File: config.mk
export PLATFORM = sky130hd
export DESIGN_NAME = jpeg_axis_packer
export DESIGN_NICKNAME = d
export VERILOG_FILES = /design/src/rtl/jpeg_axis_packer.sv
export SDC_FILE = /design/constraint.sdc
export NUM_CORES = 1
export LEC_CHECK = 0
export CELL_PAD_IN_SITES_DETAIL_PLACEMENT = 1
export CELL_PAD_IN_SITES_GLOBAL_PLACEMENT = 2
export CORE_UTILIZATION = 29
export CTS_CLUSTER_SIZE = 28
export DETAILED_ROUTE_END_ITERATION = 7
export HOLD_SLACK_MARGIN = 0.03
export PLACE_DENSITY = 0.77
export SETUP_SLACK_MARGIN = 0.02
export SLEW_MARGIN = 0
export SYNTH_ARGS = -nofsm -noshare
export SYNTH_HDL_FRONTEND = slang
export SYNTH_SLANG_ARGS = --single-unit
File: constraint.sdc
create_clock -name clk -period 1.7 [get_ports clk]
set_input_delay 0.17 -clock clk [delete_from_list [all_inputs] [get_ports clk]]
set_output_delay 0.17 -clock clk [all_outputs]
set_load 0.1 [all_outputs]
File: src/rtl/jpeg_axis_packer.sv
// rtl/jpeg_axis_packer.sv - packs an 8-bit JPEG byte stream into 32-bit little-endian words for DMA
// Optional end-of-image (FF D9) check enabled by defining JPEG_PACKER_EOI_CHECK_EN.
module jpeg_axis_packer #(
  parameter int CNT_W = 24
) (
  input  logic             clk,
  input  logic             rst,
  input  logic [7:0]       s_axis_tdata,
  input  logic             s_axis_tvalid,
  output logic             s_axis_tready,
  input  logic             s_axis_tlast,
  input  logic             s_axis_tuser,
  output logic [31:0]      m_axis_tdata,
  output logic [3:0]       m_axis_tkeep,
  output logic             m_axis_tvalid,
  input  logic             m_axis_tready,
  output logic             m_axis_tlast,
  output logic             m_axis_tuser,
  output logic             frame_done,
  output logic [CNT_W-1:0] frame_len,
  output logic             proto_err,
  output logic             eoi_err
);

  typedef enum logic {S_IDLE, S_IN_FRAME} state_t;

  state_t           r_state;
  state_t           w_state_nxt;
  logic [1:0]       r_lane;
  logic [23:0]      r_buf;
  logic             r_buf_user;
  logic [CNT_W-1:0] r_cnt;
  logic [CNT_W-1:0] r_frame_len;
  logic             r_frame_done;
  logic             r_proto_err;
  logic [31:0]      r_m_tdata;
  logic [3:0]       r_m_tkeep;
  logic             r_m_tvalid;
  logic             r_m_tlast;
  logic             r_m_tuser;

  logic             w_accept;
  logic             w_word_end;
  logic             w_proto;
  logic [CNT_W-1:0] w_cnt_inc;
  logic [31:0]      w_word;
  logic [3:0]       w_keep;

  assign s_axis_tready = !r_m_tvalid || m_axis_tready;
  assign w_accept      = s_axis_tvalid && s_axis_tready;
  assign w_word_end    = (r_lane == 2'd3) || s_axis_tlast;
  assign w_proto       = s_axis_tuser ? ((r_state == S_IN_FRAME) || (r_lane != 2'd0))
                                      : (r_state == S_IDLE);
  assign w_cnt_inc     = (&r_cnt) ? r_cnt : r_cnt + {{(CNT_W-1){1'b0}}, 1'b1};

  assign m_axis_tdata  = r_m_tdata;
  assign m_axis_tkeep  = r_m_tkeep;
  assign m_axis_tvalid = r_m_tvalid;
  assign m_axis_tlast  = r_m_tlast;
  assign m_axis_tuser  = r_m_tuser;
  assign frame_done    = r_frame_done;
  assign frame_len     = r_frame_len;
  assign proto_err     = r_proto_err;

  // Stale bytes above the current lane are never forwarded, so unused lanes read as zero.
  always_comb begin
    w_word = 32'd0;
    w_keep = 4'b0000;
    case (r_lane)
      2'd0: begin w_word = {24'd0, s_axis_tdata};              w_keep = 4'b0001; end
      2'd1: begin w_word = {16'd0, s_axis_tdata, r_buf[7:0]};  w_keep = 4'b0011; end
      2'd2: begin w_word = {8'd0, s_axis_tdata, r_buf[15:0]};  w_keep = 4'b0111; end
      default: begin w_word = {s_axis_tdata, r_buf[23:0]};     w_keep = 4'b1111; end
    endcase
  end

  always_comb begin
    w_state_nxt = r_state;
    case (r_state)
      S_IDLE:     if (w_accept && !s_axis_tlast) w_state_nxt = S_IN_FRAME;
      S_IN_FRAME: if (w_accept && s_axis_tlast)  w_state_nxt = S_IDLE;
      default:    w_state_nxt = S_IDLE;
    endcase
  end

  always_ff @(posedge clk) begin
    if (rst) r_state <= S_IDLE;
    else     r_state <= w_state_nxt;
  end

  always_ff @(posedge clk) begin
    if (rst) begin
      r_lane       <= 2'd0;
      r_buf        <= 24'd0;
      r_buf_user   <= 1'b0;
      r_cnt        <= '0;
      r_frame_len  <= '0;
      r_frame_done <= 1'b0;
      r_proto_err  <= 1'b0;
      r_m_tdata    <= 32'd0;
      r_m_tkeep    <= 4'b0000;
      r_m_tvalid   <= 1'b0;
      r_m_tlast    <= 1'b0;
      r_m_tuser    <= 1'b0;
    end else begin
      r_frame_done <= 1'b0;
      r_proto_err  <= 1'b0;
      if (r_m_tvalid && m_axis_tready) r_m_tvalid <= 1'b0;

      if (w_accept) begin
        r_proto_err <= w_proto;
        if (w_word_end) begin
          r_m_tdata  <= w_word;
          r_m_tkeep  <= w_keep;
          r_m_tvalid <= 1'b1;
          r_m_tlast  <= s_axis_tlast;
          r_m_tuser  <= r_buf_user | s_axis_tuser;
          r_lane     <= 2'd0;
          r_buf_user <= 1'b0;
        end else begin
          case (r_lane)
            2'd0:    r_buf[7:0]   <= s_axis_tdata;
            2'd1:    r_buf[15:8]  <= s_axis_tdata;
            default: r_buf[23:16] <= s_axis_tdata;
          endcase
          r_lane     <= r_lane + 2'd1;
          r_buf_user <= r_buf_user | s_axis_tuser;
        end

        if (s_axis_tlast) begin
          r_frame_len  <= w_cnt_inc;
          r_cnt        <= '0;
          r_frame_done <= 1'b1;
        end else begin
          r_cnt <= w_cnt_inc;
        end
      end
    end
  end

`ifdef JPEG_PACKER_EOI_CHECK_EN
  logic [7:0] r_prev_byte;
  logic       r_have_prev;
  logic       r_eoi_err;

  assign eoi_err = r_eoi_err;

  // A frame must end with FF D9; a 1-byte frame has no predecessor and always fails.
  always_ff @(posedge clk) begin
    if (rst) begin
      r_prev_byte <= 8'd0;
      r_have_prev <= 1'b0;
      r_eoi_err   <= 1'b0;
    end else begin
      r_eoi_err <= 1'b0;
      if (w_accept) begin
        if (s_axis_tlast) begin
          r_eoi_err   <= !(r_have_prev && (r_prev_byte == 8'hFF) && (s_axis_tdata == 8'hD9));
          r_have_prev <= 1'b0;
        end else begin
          r_prev_byte <= s_axis_tdata;
          r_have_prev <= 1'b1;
        end
      end
    end
  end
`else
  assign eoi_err = 1'b0;
`endif

endmodule

After elaboration in Yosys (flattened, before gate mapping)
Cells that the tools add are included.

Bits in registers: 117. Input port bits: 14. Output and inout port bits: 67. Logic and storage cells: 58.

Add/subtract/negate cells: 2. Equality and inequality tests: 3. Muxes and demuxes: 14. Bitwise operators: 5. Reductions and logical operators: 19.

Operators by type and width (number): one-hot mux 32 bit (3 select lines) (1); 2-to-1 mux 24 bit (2); adder 24 x 1 -> 24 bit, second input constant (1); AND reduction 24 bit (1); one-hot mux 4 bit (3 select lines) (1); AND reduction 3 bit (3); 2-to-1 mux 1 bit (8); == test 2 bit, second input constant (2); logical AND 1 bit (4); inverter 1 bit (4); AND reduction 2 bit (2); OR reduction 2 bit (2); logical OR 1 bit (3); adder 2 x 1 -> 2 bit, second input constant (1); == test 2 x 1 -> 1 bit, second input constant (1); zero test 1 bit (2); zero test 2 bit (1); 2-to-1 mux 2 bit (1); one-hot mux 1 bit (2 select lines) (1); nonzero test 2 bit (1); bitwise OR 1 bit (1).

Depth between registers and ports, before layout
Gate-level depths: netlist of the first run.

Depth after elaboration: 6. Mapped depth: 8. Mapped depth without buffers: 6.

Worst setup path before layout of the first run
Ideal clock, no wire load.

Path type: register to register. From: register r_m_tvalid, in the netlist m_axis_tvalid. To: register r_buf[16]. Setup time: 0.128 ns. Arrival time: 2.440 ns. Required time: 1.572 ns. Setup slack: -0.867 ns. Cell stages (with the launch flop): 8. Path buffers: 2. Clock period less this slack: 2.567 ns. Cell sequence: dfxtp_1 > nand2b_1 > buf_2 > nand2_1 > or4_1 > buf_2 > mux2i_1 > nor2_1.

Word-level cells in the longest chain between the ends: 4.

RTL lines: start: declaration (RTL line 38) `logic r_m_tvalid;`; start signal: assignment (RTL line 102) `r_m_tvalid <= 1'b0;`; start signal: assignment (RTL line 108) `if (r_m_tvalid && m_axis_tready) r_m_tvalid <= 1'b0;`; start signal: assignment (RTL line 115) `r_m_tvalid <= 1'b1;`; zero test 1 bit (RTL line 49) `assign s_axis_tready = !r_m_tvalid || m_axis_tready;`; logical OR 1 bit (RTL line 49); named net s_axis_tready (RTL line 10) `output logic s_axis_tready,`; logical AND 1 bit (RTL line 50) `assign w_accept = s_axis_tvalid && s_axis_tready;`; AND reduction 3 bit (no source line); end signal: assignment (RTL line 124) `default: r_buf[23:16] <= s_axis_tdata;`; end: declaration (RTL line 30) `logic [23:0] r_buf;`.

The timed path passes the listed nets, and every way through them passes these cells. A chain may end at the register's enable or synchronous reset.

Final worst setup path of the first run
From: register r_cnt[1]. To: register r_cnt[22].

Word-level cells in the longest chain between the ends: 3. Elaborated cells on any way between the ends: 4. Those cells by class: add/sub: 1; mux: 2; reduce/logical: 1.

RTL lines: start: declaration (RTL line 32) `logic [CNT_W-1:0] r_cnt;`; start signal: assignment (RTL line 135) `r_cnt <= w_cnt_inc;`; adder 24 x 1 -> 24 bit / AND reduction 24 bit (equally long branches) (RTL line 54) `assign w_cnt_inc = (&r_cnt) ? r_cnt : r_cnt + {{(CNT_W-1){1'b0}}, 1'b1};`; 2-to-1 mux 24 bit * (RTL line 54); 2-to-1 mux 24 bit * (RTL line 130) `if (s_axis_tlast) begin`.

Every way passes the cells marked *; elsewhere a longest branch is shown, timed or not.

==> flow_summary.json, run 1 <==
{
  "die_area_mm2": 0.0187,
  "drt-wirelength-per-cell_um": 17.8,
  "grt_setup_unrepaired": "true",
  "net_count_after_synthesis": 637,
  "cp.arrival_ns": 2.13,
  "worst_ep_required_time_ns": 2.04,
  "clkSinkCount": 117,
  "crit_type": "reg2reg",
  "num-nets-final": 807,
  "yosys_most_used_dff": "sky130_fd_sc_hd__dfxtp_1",
  "rows": 48,
  "num_antenna_cells": 0,
  "finalCoreUtilization": 0.471,
  "antenna_violating_nets_post_route": 0,
  "ys_ff_latch": 117,
  "violations": "negative setup slack",
  "max_cap_viol_count": 0,
  "hpwlAfterDp_um": 12600,
  "drt_drc_violations_left": 0,
  "cts_tree": "built",
  "clkLatencyLatePin_ns": 0.42,
  "first_pass_iters": 4,
  "cts_hold_buf": 0,
  "dr.first_iter.drc_count": 141,
  "numPlacedInstances": 978,
  "synth.yosys.seq_area_share": 0.444,
  "drt_wl_total_um": 18300,
  "cts.htree.levels": 4,
  "wl_met1_um": 7480,
  "mostFrequentLayoutCells": "sky130_fd_sc_hd__buf_4 (147), sky130_fd_sc_hd__dfxtp_1 (95), sky130_fd_sc_hd__nand2_1 (76), sky130_fd_sc_hd__nor2_1 (63), sky130_fd_sc_hd__buf_12 (34)",
  "min_period_over_period": 1.05,
  "synth_edf_count": 0,
  "area_growth_syn_to_layout_pct": 56.6,
  "syn-cell-area_mm2": 0.00527,
  "finClkSkew_ns": 0.00807,
  "setup-violations-final": 17,
  "synthesis.area_per_instance_um2": 8.53,
  "post_synth_num_cell_types": 65,
  "finalWeightedCongestion": 0.823,
  "fillCellCount": 2026,
  "grt_overflow": 0,
  "grt_usage": 0.204,
  "setup.worst_path.start_class": "flop",
  "power.static_leakage_nw": 3.24,
  "dpl-instance-area_mm2": 0.00722,
  "viasPerCell": 5.15,
  "final.hold.worst_slack_ns": 0.244,
  "setup_ws_ns": -0.0901,
  "worstSetupEndpointType": "flop",
  "postSynthCellCount": 618,
  "placement.io_buffers": 79,
  "topRoutingLayerUsed": "met4",
  "final_cells": 1026,
  "power_density_over_cell_area_mw_per_mm2": 892,
  "design_area_mm2": 0.00826,
  "io-pin-count": 81,
  "detailroute.wirelength.met2_um": 9900,
  "largest_net_degree_at_the_start_of_global_routing": 84,
  "outcome": "complete, but fails checks",
  "grt_first_pass_wirelength_um": 29000,
  "max_ir_drop_vdd_mv": 0.956,
  "clock.fmax_mhz": 559,
  "critPathMaxFanout": 4,
  "via_count_of_the_first_global_routing_pass": 5538,
  "min_period_ns": 1.79,
  "die_w_um": 137,
  "timing_max_transition_violations_final": 0,
  "yosysWarningCount": 0,
  "report.final.hold_viol_count": 0,
  "clock_tree.buffer_depth": 2,
  "async_reset_ff_frac": 0,
  "drive_above_1_share": 0.393,
  "route.met3.wl_um": 581,
  "fin_setup_tns_ns": -0.662,
  "via_count": 5281,
  "post_cts_clock_slew_at_the_launch_and_capture_registers_of_the_worst_setup_and_hold_paths_ns": 0.06,
  "cts-root-buf": "sky130_fd_sc_hd__clkbuf_16",
  "std_cell_core_area_mm2": 0.0175,
  "cts_buffers": 17,
  "min_path_type": "in2reg",
  "post-place-ws_ns": -0.315,
  "power_mw": 7.37,
  "die_height_um": 137,
  "initial_utilization": 0.301,
  "grt_antenna_before_repair": 0,
  "layout_commonest_cell": "sky130_fd_sc_hd__buf_4"
}
## final cells by class
cell class / count / area (µm²) / area share
inverters: 10 / 37.5 / 0.00455
flip-flops and latches: 117 / 2390 / 0.290
multi-input cells: 441 / 2970 / 0.360
clock buffers: 18 / 439 / 0.0532
clock inverters: 14 / 143 / 0.0173
well taps: 225 / 282 / 0.0341
repair buffers: 201 / 1990 / 0.241
## where the power goes
group / internal, mW / switching (mW)
clock: 2.09 / 1.47
combinational: 0.322 / 0.640
sequential: 2.79 / 0.0518
## logic make-up (layout without fill, tap and decap cells)
logic type / count (synthesis) / in the layout / share of synthesized area
and+or+nand+nor: 268 / 268 / 0.258
AOI/OAI and AO/OA: 128 / 128 / 0.156
DFF: 117 / 117 / 0.444
buffers and inverters: 60 / 243 / 0.0600
xor gates and xnor gates: 20 / 20 / 0.0332
muxes: 19 / 19 / 0.0361
adders and majority gates: 5 / 5 / 0.0119
other: 1 / 1 / 0.000711
## flip-flops by register name, summed over array words and instances (netlist names), named ones only
name,flops
m_axis_tkeep,4
r_lane,2
m_axis_tuser,1
m_axis_tlast,1
r_buf,24
m_axis_tdata,32
r_cnt,24
proto_err,1
r_buf_user,1
m_axis_tvalid,1
frame_done,1
frame_len,24
## layer usage
| metal | up-vias | GRT usage |
|---|---|---|
| met1 | 2619 | 0.226 |
| li1 | 2538 | - |
| met3 | 28 | 0.0444 |
| met2 | 96 | 0.382 |
| met5 | - | 0 |
| met4 | 0 | 0.0696 |
## worst paths after layout
path                start         endpoint  slack (ns)  cells past startpoint
max reg2reg      r_cnt[1]        r_cnt[22]       -0.09                      6
max              r_cnt[1]        r_cnt[22]       -0.09                      6
min reg2reg  frame_len[9]     frame_len[9]        0.46                      2
min                   rst  m_axis_tkeep[3]        0.24                      3
## critical path: stages (launching register included)
cell and delay [ns]:
sky130_fd_sc_hd__dfxtp_4 0.36, sky130_fd_sc_hd__ha_4 0.15, sky130_fd_sc_hd__and3_4 0.22, sky130_fd_sc_hd__nand3_4 0.10, sky130_fd_sc_hd__or4_4 0.51, sky130_fd_sc_hd__or2_0 0.22, sky130_fd_sc_hd__mux2i_1 0.14
## synth_stat cells (all sizes together) (15+ instances only)
cell | count | area share
nand3 | 33 | 0.033
xnor2 | 15 | 0.025
a31oi | 16 | 0.019
nor3 | 27 | 0.027
mux2i | 19 | 0.036
buf | 23 | 0.030
a21oi | 31 | 0.030
dfxtp | 117 | 0.44
nand2 | 78 | 0.057
clkbuf | 27 | 0.023
nor2 | 66 | 0.047
o21ai | 30 | 0.028
## timing repair
action / in CTS / in global routing
pin swaps: 20 / 22
endpoints found under the setup margin: 61 / 68
hold endpoints to repair: 0 / 0
gates resized for setup: 46 / 47
buffers inserted: 7 / 12
(Power assumes the default switching activity.)
==> run 2, diff against run 1 <==
--- a/config.mk
+++ b/config.mk
@@ -5,9 +5,10 @@
 export SDC_FILE = /design/constraint.sdc
 export NUM_CORES = 1
 export LEC_CHECK = 0
+export ABC_AREA = 1
 export CELL_PAD_IN_SITES_DETAIL_PLACEMENT = 1
 export CELL_PAD_IN_SITES_GLOBAL_PLACEMENT = 2
-export CORE_UTILIZATION = 29
+export CORE_UTILIZATION = 27
 export CTS_CLUSTER_SIZE = 28
 export DETAILED_ROUTE_END_ITERATION = 7
 export HOLD_SLACK_MARGIN = 0.03
@@ -17,3 +18,4 @@
 export SYNTH_ARGS = -nofsm -noshare
 export SYNTH_HDL_FRONTEND = slang
 export SYNTH_SLANG_ARGS = --single-unit
+export TNS_END_PERCENT = 50
==> run 2 against run 1 <==
Net effect:
- fmax is 10% higher
- largest cell class unchanged
- the run now ends clean
- synthesized area is 0.62% lower
- critical path type unchanged
- largest power group unchanged
- sequential power hardly changed
==> flow_summary.json, run 2 <==
{
  "path_depth": 11,
  "async_reset_ff_frac": 0,
  "via_count_of_the_first_global_routing_pass": 5929,
  "setup-violations-final": 0,
  "timing_max_transition_violations_final": 0,
  "max_ir_drop_vdd_mv": 0.629,
  "fillCellCount": 2301,
  "placement.io_buffers": 79,
  "hpwlAfterDp_um": 12900,
  "cts.htree.levels": 4,
  "std_cell_core_area_mm2": 0.0189,
  "grt_overflow": 0,
  "via_count": 5502,
  "power_density_over_cell_area_mw_per_mm2": 947,
  "io-pin-count": 81,
  "min_path_type": "in2reg",
  "critical-path-slowest-cell": "sky130_fd_sc_hd__dfxtp_2",
  "slew-limit-headroom": 0.605,
  "finalWeightedCongestion": 0.826,
  "post_synth_num_cell_types": 35,
  "worstSetupEndpointType": "flop",
  "grt_antenna_before_repair": 0,
  "rows": 50,
  "power_mw": 7.36,
  "min_period_ns": 1.62,
  "initial_utilization": 0.277,
  "drt_drc_violations_left": 0,
  "die_height_um": 141,
  "yosysMostFrequentCell": "sky130_fd_sc_hd__nand2_1",
  "min_period_over_period": 0.954,
  "drive_above_1_share": 0.259,
  "clock_tree.buffer_depth": 2,
  "drt-wirelength-per-cell_um": 16.2,
  "clkLatencyLatePin_ns": 0.42,
  "cp.arrival_ns": 1.96,
  "cts_tree": "built",
  "yosys_most_used_dff": "sky130_fd_sc_hd__dfxtp_1",
  "report.final.hold_viol_count": 0,
  "postSynthCellCount": 736,
  "worstPathCellList": "ha_4 -> nand2_2 -> nor2_4 -> nand2_4 -> nor2_4 -> buf_12 -> buf_4 -> nand3_1 -> nand2_1 -> nand2_1 -> a21oi_2",
  "crit_type": "reg2reg",
  "largest_register_ff_count": 32,
  "synthesis.area_per_instance_um2": 7.12,
  "drt_wl_total_um": 18500,
  "die_w_um": 141,
  "synth.yosys.seq_area_share": 0.447,
  "clock.fmax_mhz": 617,
  "grt_usage": 0.191,
  "setup.worst_path.start_class": "flop",
  "syn-cell-area_mm2": 0.00524,
  "mostFrequentLayoutCells": "sky130_fd_sc_hd__nand2_1 (237), sky130_fd_sc_hd__dfxtp_1 (108), sky130_fd_sc_hd__buf_4 (91), sky130_fd_sc_hd__nand3_1 (61), sky130_fd_sc_hd__a21oi_1 (57)",
  "viasPerCell": 4.83,
  "ys_ff_latch": 117,
  "clkSinkCount": 117,
  "first_pass_iters": 4,
  "num_antenna_cells": 0,
  "critical_path_buf_inv_count": 2,
  "antenna_violating_nets_post_route": 0,
  "max_cap_viol_count": 0,
  "outcome": "completed",
  "die_area_mm2": 0.0200,
  "grt_setup_unrepaired": "true",
  "yosys.area.top_type_share": 0.447,
  "area_growth_syn_to_layout_pct": 48.2,
  "reg2regPathDepth": 11,
  "dr.first_iter.drc_count": 183,
  "power.static_leakage_nw": 3.11,
  "cts-root-buf": "sky130_fd_sc_hd__clkbuf_16",
  "worst_ep_required_time_ns": 2.04,
  "worstHoldPathCells": 3,
  "critPathMaxFanout": 3,
  "largest_net_degree_at_the_start_of_global_routing": 51,
  "cts_buffers": 17,
  "synth.top_cells.by_area": "sky130_fd_sc_hd__dfxtp_1 (45%), sky130_fd_sc_hd__nand2_1 (17%), sky130_fd_sc_hd__nand3_1 (6.0%), sky130_fd_sc_hd__a21oi_1 (5.5%), sky130_fd_sc_hd__nor2_1 (4.4%)",
  "delay_of_the_slowest_cell_on_the_worst_path_ns": 0.35,
  "synth_largest_area_cell": "sky130_fd_sc_hd__dfxtp_1",
  "critical-path-top-delay-family": "simple AND/OR/NAND/NOR gates",
  "tightestPinTransition_ns": 0.593,
  "finClkSkew_ns": 0.00572,
  "layout_commonest_cell": "sky130_fd_sc_hd__nand2_1",
  "fin_setup_tns_ns": 0,
  "post_cts_clock_slew_at_the_launch_and_capture_registers_of_the_worst_setup_and_hold_paths_ns": 0.05,
  "grt_first_pass_wirelength_um": 29600,
  "yosysWarningCount": 0,
  "net_count_after_synthesis": 755,
  "ys_top_cells_by_count": "sky130_fd_sc_hd__nand2_1 (238), sky130_fd_sc_hd__dfxtp_1 (117), sky130_fd_sc_hd__nand3_1 (63), sky130_fd_sc_hd__nor2_1 (61), sky130_fd_sc_hd__a21oi_1 (58)",
  "num-nets-final": 887,
  "synth_edf_count": 0
}
run 2: cell types whose count changed in the layout (fill, tap and decap cells not counted), moves of 13 or more:
| cell | delta |
|---|---|
| sky130_fd_sc_hd__inv_1 | +30 |
| sky130_fd_sc_hd__nand3_1 | +35 |
| sky130_fd_sc_hd__xnor2_1 | -14 |
| sky130_fd_sc_hd__nor3_1 | -22 |
| sky130_fd_sc_hd__a21oi_1 | +29 |
| sky130_fd_sc_hd__buf_4 | -56 |
| sky130_fd_sc_hd__o21ai_0 | +25 |
| sky130_fd_sc_hd__nand2_1 | +161 |
| sky130_fd_sc_hd__o21ai_1 | -14 |
| sky130_fd_sc_hd__dfxtp_1 | +13 |
| sky130_fd_sc_hd__mux2i_1 | -17 |
run 2: routing by layer:
| metal | vias up | track usage | wire length, µm |
|---|---|---|---|
| li1 | 2676 | - | - |
| met1 | 2693 | 0.209 | 7630 |
| met2 | 100 | 0.358 | 9880 |
| met3 | 33 | 0.0439 | 570 |
| met4 | 0 | 0.0698 | 389 |
| met5 | - | 0 | 0 |
run 2: cell type report:
type                       count  area, µm²  area share
multi-input combinational    542       2680       0.345
sequential                   117       2360       0.303
timing repair buffer         147       1670       0.215
clock buffer                  21        470      0.0605
tap                          260        325      0.0419
inverter                      43        161      0.0208
clock inverter                 9        104      0.0134
run 2: metrics by stage:
step	utilization	cell area, µm²	hold slack [ns]	std cells	worst slack, ns
after floorplan	-	5270	0.287	736	0.0146
after global placement	0.369	6980	0.447	1095	-0.134
after detailed placement	0.369	6980	0.456	1095	-0.208
after CTS	0.402	7590	0.205	1127	0.0142
after global routing	0.411	7770	0.208	1139	-0.0244
final	0.411	7770	0.213	1139	0.0783
run 2: worst min-delay path, delay by kind of cell:
family	cells	cell delay (ns)
buffers and inverters	2	0.37
AO/OA/AOI/OAI	1	0.04
run 2: kinds of logic (layout without fill, tap and decap cells):
group                    Yosys count  count (layout)  synth area share
AO/OA/AOI/OAI                    125             125             0.129
XOR/XNOR                           2               2           0.00334
adder cells (fa/ha/maj)            5               5            0.0119
buffers and inverters             79             220            0.0637
flip-flops                       117             117             0.447
other                              1               1          0.000715
AND/OR/NAND/NOR                  407             409             0.345
run 2: worst paths after layout:
kind	startpoint	to	slack, ns
setup / recovery	r_cnt[0]	r_cnt[0]	0.08
hold / removal	rst	r_cnt[14]	0.21
setup reg to reg	r_cnt[0]	r_cnt[0]	0.08
hold reg to reg	r_buf[11]	r_buf[11]	0.46
run 2: what timing repair did:
| action | in CTS | in global routing |
|---|---|---|
| setup buffers | 2 | 10 |
| hold buffers | 0 | 0 |
| pin swaps | 0 | 3 |
| resized for setup | 3 | 23 |
| cloned | 0 | 2 |
| setup endpoints to repair | 12 | 52 |
run 2: where the power goes:
part / internal, mW / switching, mW
clock: 2.25 / 1.31
sequential: 2.82 / 0.0607
combinational: 0.274 / 0.650
total: 5.34 / 2.02
